--- src/rtl/minisrc_pkg.sv ---
// Shared constants for the Mini SRC control sequencer: IR field positions,
// opcode values and the sequencer state encoding.
package minisrc_pkg;

  // IR field bit positions
  localparam int IR_OP_HI = 31;
  localparam int IR_OP_LO = 27;
  localparam int IR_RA_HI = 26;
  localparam int IR_RA_LO = 23;
  localparam int IR_RB_HI = 22;
  localparam int IR_RB_LO = 19;
  localparam int IR_RC_HI = 18;
  localparam int IR_RC_LO = 15;

  // Opcodes
  localparam logic [4:0] OP_ADD  = 5'b00000;
  localparam logic [4:0] OP_SUB  = 5'b00001;
  localparam logic [4:0] OP_AND  = 5'b00010;
  localparam logic [4:0] OP_OR   = 5'b00011;
  localparam logic [4:0] OP_SHR  = 5'b00100;
  localparam logic [4:0] OP_SHRA = 5'b00101;
  localparam logic [4:0] OP_SHL  = 5'b00110;
  localparam logic [4:0] OP_ROR  = 5'b00111;
  localparam logic [4:0] OP_ROL  = 5'b01000;
  localparam logic [4:0] OP_MUL  = 5'b01111;
  localparam logic [4:0] OP_DIV  = 5'b10000;
  localparam logic [4:0] OP_HALT = 5'b11011;

  typedef enum logic [3:0] {
    S_IDLE    = 4'd0,
    S_T0      = 4'd1,
    S_T1      = 4'd2,
    S_T2      = 4'd3,
    S_T3      = 4'd4,
    S_T4      = 4'd5,
    S_T5      = 4'd6,
    S_T6      = 4'd7,
    S_HALT    = 4'd8,
    S_ILLEGAL = 4'd9
  } state_e;

endpackage

--- src/rtl/minisrc_op_decode.sv ---
// Opcode classifier: legal ALU op / HALT / MUL-DIV.
// Build option MINISRC_MULDIV_EN: when undefined, MUL and DIV are illegal.
module minisrc_op_decode
  import minisrc_pkg::*;
(
  input  logic [4:0] op,
  output logic       legal,
  output logic       halt,
  output logic       muldiv
);

  // Classify the opcode; HALT is not counted as a legal ALU op
  always_comb begin
    legal  = 1'b0;
    halt   = 1'b0;
    muldiv = 1'b0;
    case (op)
      OP_ADD, OP_SUB, OP_AND, OP_OR, OP_SHR,
      OP_SHRA, OP_SHL, OP_ROR, OP_ROL: legal = 1'b1;
`ifdef MINISRC_MULDIV_EN
      OP_MUL, OP_DIV: begin
        legal  = 1'b1;
        muldiv = 1'b1;
      end
`else
      OP_MUL, OP_DIV: legal = 1'b0;  // no HI/LO path in this build
`endif
      OP_HALT: halt = 1'b1;
      default: ;
    endcase
  end

endmodule

--- src/rtl/minisrc_control_seq.sv ---
// Moore control sequencer for the Mini SRC datapath: fetch T0-T2 with a
// memory-ready wait in T1, execute T3-T6 for register-to-register ALU ops.
// Build option MINISRC_MULDIV_EN enables the MUL/DIV Z -> LO/HI path (T6).
module minisrc_control_seq
  import minisrc_pkg::*;
(
  input  logic        clk,
  input  logic        clr,
  input  logic        run,
  input  logic        mem_rdy,
  input  logic [31:0] ir,
  output logic        PCout,
  output logic        MARin,
  output logic        IncPC,
  output logic        PCin,
  output logic        Read,
  output logic        MDRin,
  output logic        MDRout,
  output logic        IRin,
  output logic        Yin,
  output logic        Zlowin,
  output logic        ZHighin,
  output logic        Zlowout,
  output logic        ZHighout,
  output logic        HIin,
  output logic        LOin,
  output logic        Gra,
  output logic        Grb,
  output logic        Grc,
  output logic        Rin,
  output logic        Rout,
  output logic [4:0]  operation,
  output logic        instr_done,
  output logic        halted,
  output logic        illegal
);

  state_e     state_q, state_d;
  logic [4:0] op;
  logic       op_legal, op_halt, op_muldiv;

  assign op = ir[IR_OP_HI:IR_OP_LO];

  // Register fields are consumed by the datapath's select-and-encode logic
  logic unused_ir_fields;
  assign unused_ir_fields = ^{ir[IR_RA_HI:IR_RA_LO], ir[IR_RB_HI:IR_RB_LO],
                              ir[IR_RC_HI:IR_RC_LO], ir[IR_RC_LO-1:0]};

  minisrc_op_decode u_op_decode (
    .op     (op),
    .legal  (op_legal),
    .halt   (op_halt),
    .muldiv (op_muldiv)
  );

  // State register; clr wins over every other input
  always_ff @(posedge clk) begin
    // NOTE: state flops use non-blocking assignment so every flop samples pre-edge values
    if (clr) state_q <= S_IDLE;
    else     state_q <= state_d;
  end

  // Next-state logic; run is only looked at in IDLE and on the last execute cycle
  always_comb begin
    state_d = state_q;
    case (state_q)
      S_IDLE:    if (run) state_d = S_T0;
      S_T0:      state_d = S_T1;
      S_T1:      if (mem_rdy) state_d = S_T2;
      S_T2:      state_d = S_T3;
      S_T3: begin
        if (op_halt)       state_d = S_HALT;
        else if (op_legal) state_d = S_T4;
        else               state_d = S_ILLEGAL;
      end
      S_T4:      state_d = S_T5;
      S_T5: begin
        if (op_muldiv) state_d = S_T6;
        else           state_d = run ? S_T0 : S_IDLE;
      end
      S_T6:      state_d = run ? S_T0 : S_IDLE;
      S_HALT:    state_d = S_HALT;
      S_ILLEGAL: state_d = S_ILLEGAL;
      default:   state_d = S_IDLE;
    endcase
  end

  // Output decode from the state register and the IR opcode
  always_comb begin
    // NOTE: every output is defaulted first so no branch of the case can infer a latch
    {PCout, MARin, IncPC, PCin, Read, MDRin, MDRout, IRin, Yin,
     Zlowin, ZHighin, Zlowout, ZHighout, HIin, LOin,
     Gra, Grb, Grc, Rin, Rout, instr_done, halted, illegal} = '0;
    operation = '0;
    case (state_q)
      S_T0: begin
        PCout  = 1'b1;
        MARin  = 1'b1;
        IncPC  = 1'b1;
        Zlowin = 1'b1;
      end
      S_T1: begin
        Zlowout = 1'b1;
        PCin    = 1'b1;
        Read    = 1'b1;
        MDRin   = 1'b1;
      end
      S_T2: begin
        MDRout = 1'b1;
        IRin   = 1'b1;
      end
      S_T3: begin
        if (op_legal) begin
          Grb  = 1'b1;
          Rout = 1'b1;
          Yin  = 1'b1;
        end
      end
      S_T4: begin
        Grc       = 1'b1;
        Rout      = 1'b1;
        Zlowin    = 1'b1;
        ZHighin   = op_muldiv;
        operation = op;
      end
      S_T5: begin
        Zlowout = 1'b1;
        if (op_muldiv) begin
          LOin = 1'b1;
        end else begin
          Gra        = 1'b1;
          Rin        = 1'b1;
          instr_done = 1'b1;
        end
      end
      S_T6: begin
        ZHighout   = 1'b1;
        HIin       = 1'b1;
        instr_done = 1'b1;
      end
      S_HALT:    halted  = 1'b1;
      S_ILLEGAL: illegal = 1'b1;
      default: ;
    endcase
`ifndef MINISRC_MULDIV_EN
    ZHighin  = 1'b0;
    ZHighout = 1'b0;
    HIin     = 1'b0;
    LOin     = 1'b0;
`endif
  end

endmodule

--- config.mk ---
export PLATFORM = sky130hd
export DESIGN_NAME = minisrc_control_seq
export DESIGN_NICKNAME = d
export VERILOG_FILES = /design/src/rtl/minisrc_pkg.sv /design/src/rtl/minisrc_op_decode.sv /design/src/rtl/minisrc_control_seq.sv
export SDC_FILE = /design/constraint.sdc
export NUM_CORES = 1
export LEC_CHECK = 0
export CORE_UTILIZATION = 24
export CTS_BUF_LIST = sky130_fd_sc_hd__clkbuf_4 sky130_fd_sc_hd__clkbuf_8
export CTS_CLUSTER_DIAMETER = 50
export CTS_CLUSTER_SIZE = 12
export DETAILED_ROUTE_END_ITERATION = 12
export PLACE_DENSITY = 0.78
export SLEW_MARGIN = 20
export SYNTH_ARGS = -nofsm -noshare
export SYNTH_HDL_FRONTEND = slang
export SYNTH_HIERARCHICAL = 1
export SYNTH_SLANG_ARGS = --single-unit
--- constraint.sdc ---
create_clock -name clk -period 1.5 [get_ports clk]
set_clock_uncertainty 0.1 [all_clocks]
set_input_delay 0.3 -clock clk [delete_from_list [all_inputs] [get_ports clk]]
set_output_delay 0.3 -clock clk [all_outputs]
set_load 0.01 [all_outputs]
==> key figures <==
Outcome
  • Outcome: finished, violations left
  • Failing checks: negative setup slack

Synthesis
  • Synth top cells by count: buf_4, nor2_1, nand2b_1, nor3_1, and2_1
  • Yosys cell types: 25
  • Most common cell in the netlist: buf_4
  • Sequential-to-total area share from yosys stat: 0.154
  • Area share of the largest cell type after synthesis: 0.188
  • Area leader, netlist: buf_4
  • Synth Flop Type: dfxtp_1
  • Synth warnings: 6
  • Top post-synthesis cells by area: buf_4, dfxtp_1, nand2b_1
  • Synthesized area: 520 um^2
  • Async SR Flop Fraction: 0
  • Cells after Synth: 76
  • Number of synthesized flops with an enable pin: 0
  • #FFs+latches synth: 4
  • Syn avg cell area: 6.85 um^2

Global routing
  • Initial antenna violation count: 0
  • Overflow after GRT: 0
  • GRT Overall Usage: 0.158
  • First-pass GRT wire length: 2900 um
  • Largest net degree at the start of global routing: 8
  • Vias in the first global route: 637

Finish
  • Largest register FFs: 4
  • Top flop regs: state_q (4)
  • Area growth syn-to-layout: 115%
  • Fill cells: 174
  • Multi-input gate area in the final layout: 472 um^2
  • Sequential cell area: 95.1 um^2
  • Nets: 164
  • Largest Register: state_q
  • Antenna cells: 0
  • Fraction of layout cells with a size suffix above 1: 0.690

Min path
  • Min-delay worst type: register to register
  • Worst hold path cell count: 3
  • Worst Hold Path EP: state_q[2]$_SDFFE_PP0P_
  • Hold path startpoint: state_q[3]$_SDFFE_PP0P_

Clock network
  • Clk buf depth: 2
  • Clock transition at path regs: 40 ps
  • Cts bufs inserted: 3
  • Htree depth: 1
  • Clock tree sinks: 4
  • Clock latency on the worst-skew pair: 230 ps
  • CTS tree: built
  • Root buf cell: clkbuf_4

STA
  • Max Freq: 0.565 GHz
  • Fin. max-slew vios: 0
  • RSZ-0062 raised after global routing: yes
  • Final Hold Vio Count: 0
  • Min cycle time layout: 1770 ps
  • Final period util: 1.18
  • Final WS setup: -270 ps
  • Hold_ws: 574 ps
  • Final Setup Violations: 21

Die
  • Die area: 2360 um^2
  • Core area: 2000 um^2
  • Die height: 48.6 um
  • Die Wd: 48.6 um
  • IO Count: 64
  • Row Count: 16
  • Initial cell density of the core: 0.260

Routing
  • Pre-Repair DR Iteration Count: 4
  • Routed wire length per instance: 12.7 um
  • Final WL: 1940 um
  • Residual DRC count: 0
  • Vias/cell: 4.60
  • Final ANT Viol Nets: 0
  • Via count: 704
  • First DRT Iteration DRCs: 9

Power and ir drop
  • IR Drop Worst-Case VDD: 0.408 mV
  • Pleak: 0.000514 uW
  • Power, Total: 819 uW
  • PwrDens: 731 nW/um^2

Critical path
  • Crit start category: input port
  • FF-to-FF Start: state_q[1]$_SDFFE_PP0P_
  • CP Max Fanout: 2
  • Critical path data required time: 1100 ps
  • Kind of critical path: input port to output port
  • Worst R2R End: state_q[0]$_SDFFE_PP0P_
  • R2R setup slack: 30 ps
  • WP data arrival: 1370 ps
  • R2R depth: 5
  • CP Capture Type: output port

Place
  • RePlAce Congestion: 0.722
  • Port-buffer cells: 32
  • Place WS: -998 ps
  • DP HPWL: 1160 um

Job
  • Max-Cap Viols: 0
## placed cells by master (no fill, tap or decap)
cell type        synthesis  routed
o22ai_1                  1       1
nand4_1                  1       1
and2_1                   6       2
nand2b_1                 7       4
conb_1                   2       5
nor3b_4                  0       1
clkbuf_4                 0       3
nor3_2                   0       1
nor2_2                   0       2
nand3b_1                 2       2
inv_1                    1       1
nor3_4                   0       3
a211oi_1                 2       2
a21oi_1                  3       1
buf_6                    1      19
buf_4                   13      19
o311a_1                  1       1
buf_2                    3      18
a21oi_4                  0       1
or3_4                    0       2
a21bo_1                  1       1
a211oi_2                 1       1
nand2_1                  3       3
and2_4                   0       4
nor2b_1                  2       2
o21ai_0                  2       2
and3_4                   0       1
o31a_1                   1       1
dfxtp_4                  0       4
nand2b_4                 0       3
nor2_4                   0       4
clkdlybuf4s50_1          0       3
nor2_1                   8       2
a21oi_2                  0       1
nor3_1                   7       3
dlygate4sd2_1            0       2
## critical path: stages
cell and delay (ps):
buf_6 90, or3_4 390, a21oi_4 150, buf_6 120, nor3b_4 160, buf_2 160
## repair_timing
item	in CTS	in global routing
setup buffers	8	5
gates resized for setup	148	19
hold buffers	0	0
pin swaps	14	11
setup endpoints to repair	27	24
## worst max path at each step
| stage | startpoint | to | slack (ps) |
|---|---|---|---|
| final | ir[28] | Yin | -270 |
| after global routing | ir[28] | Yin | -340 |
| after CTS | ir[29] | Yin | -280 |
| after detailed placement | ir[27] | Yin | -1000 |
| after global placement | ir[27] | Grb | -940 |
| after floorplan | ir[27] | Yin | -130 |
## kinds of logic (layout without fill, tap and decap cells)
group	count (synthesis)	after routing	share of synthesized area
buffers and inverters	18	65	0.245
and+or+nand+nor	40	40	0.418
DFF	4	4	0.154
AOI/OAI and AO/OA	12	12	0.168
other	2	5	0.0144
## where the power goes
part / internal, uW / switching (uW) / total [uW]
Clock: 89.6 / 45.0 / 135
Combinational: 288 / 238 / 526
Sequential: 125 / 33.8 / 159
Total: 503 / 317 / 819
## final cells by class
class	instances	area share
timing repair buffer	61	0.441
multi-input combinational	57	0.421
sequential	4	0.0848
tap	27	0.0301
clock buffer	3	0.0201
inverter	1	0.00335
## per-stage QoR
stage | cells | utilization | area, um^2 | TNS, ps
final | 153 | 0.560 | 1120 | -2490
after global routing | 153 | 0.560 | 1120 | -3730
after CTS | 148 | 0.498 | 997 | -1570
after detailed placement | 138 | 0.452 | 905 | -10470
after global placement | 138 | 0.452 | 905 | -9840
after floorplan | 79 | - | 547 | -418
## layer usage
metal / wire length, um / global-route usage / up-vias / part of all wire
met2: 1140 / 0.315 / 27 / 0.59
met3: 74 / 0.0220 / 2 / 0.038
li1: - / - / 345 / -
met5: 0 / 0 / - / 0
met4: 17 / 0.0588 / 0 / 0.0088
met1: 705 / 0.165 / 330 / 0.36
No activity file was read; power rests on OpenSTA's default activity.
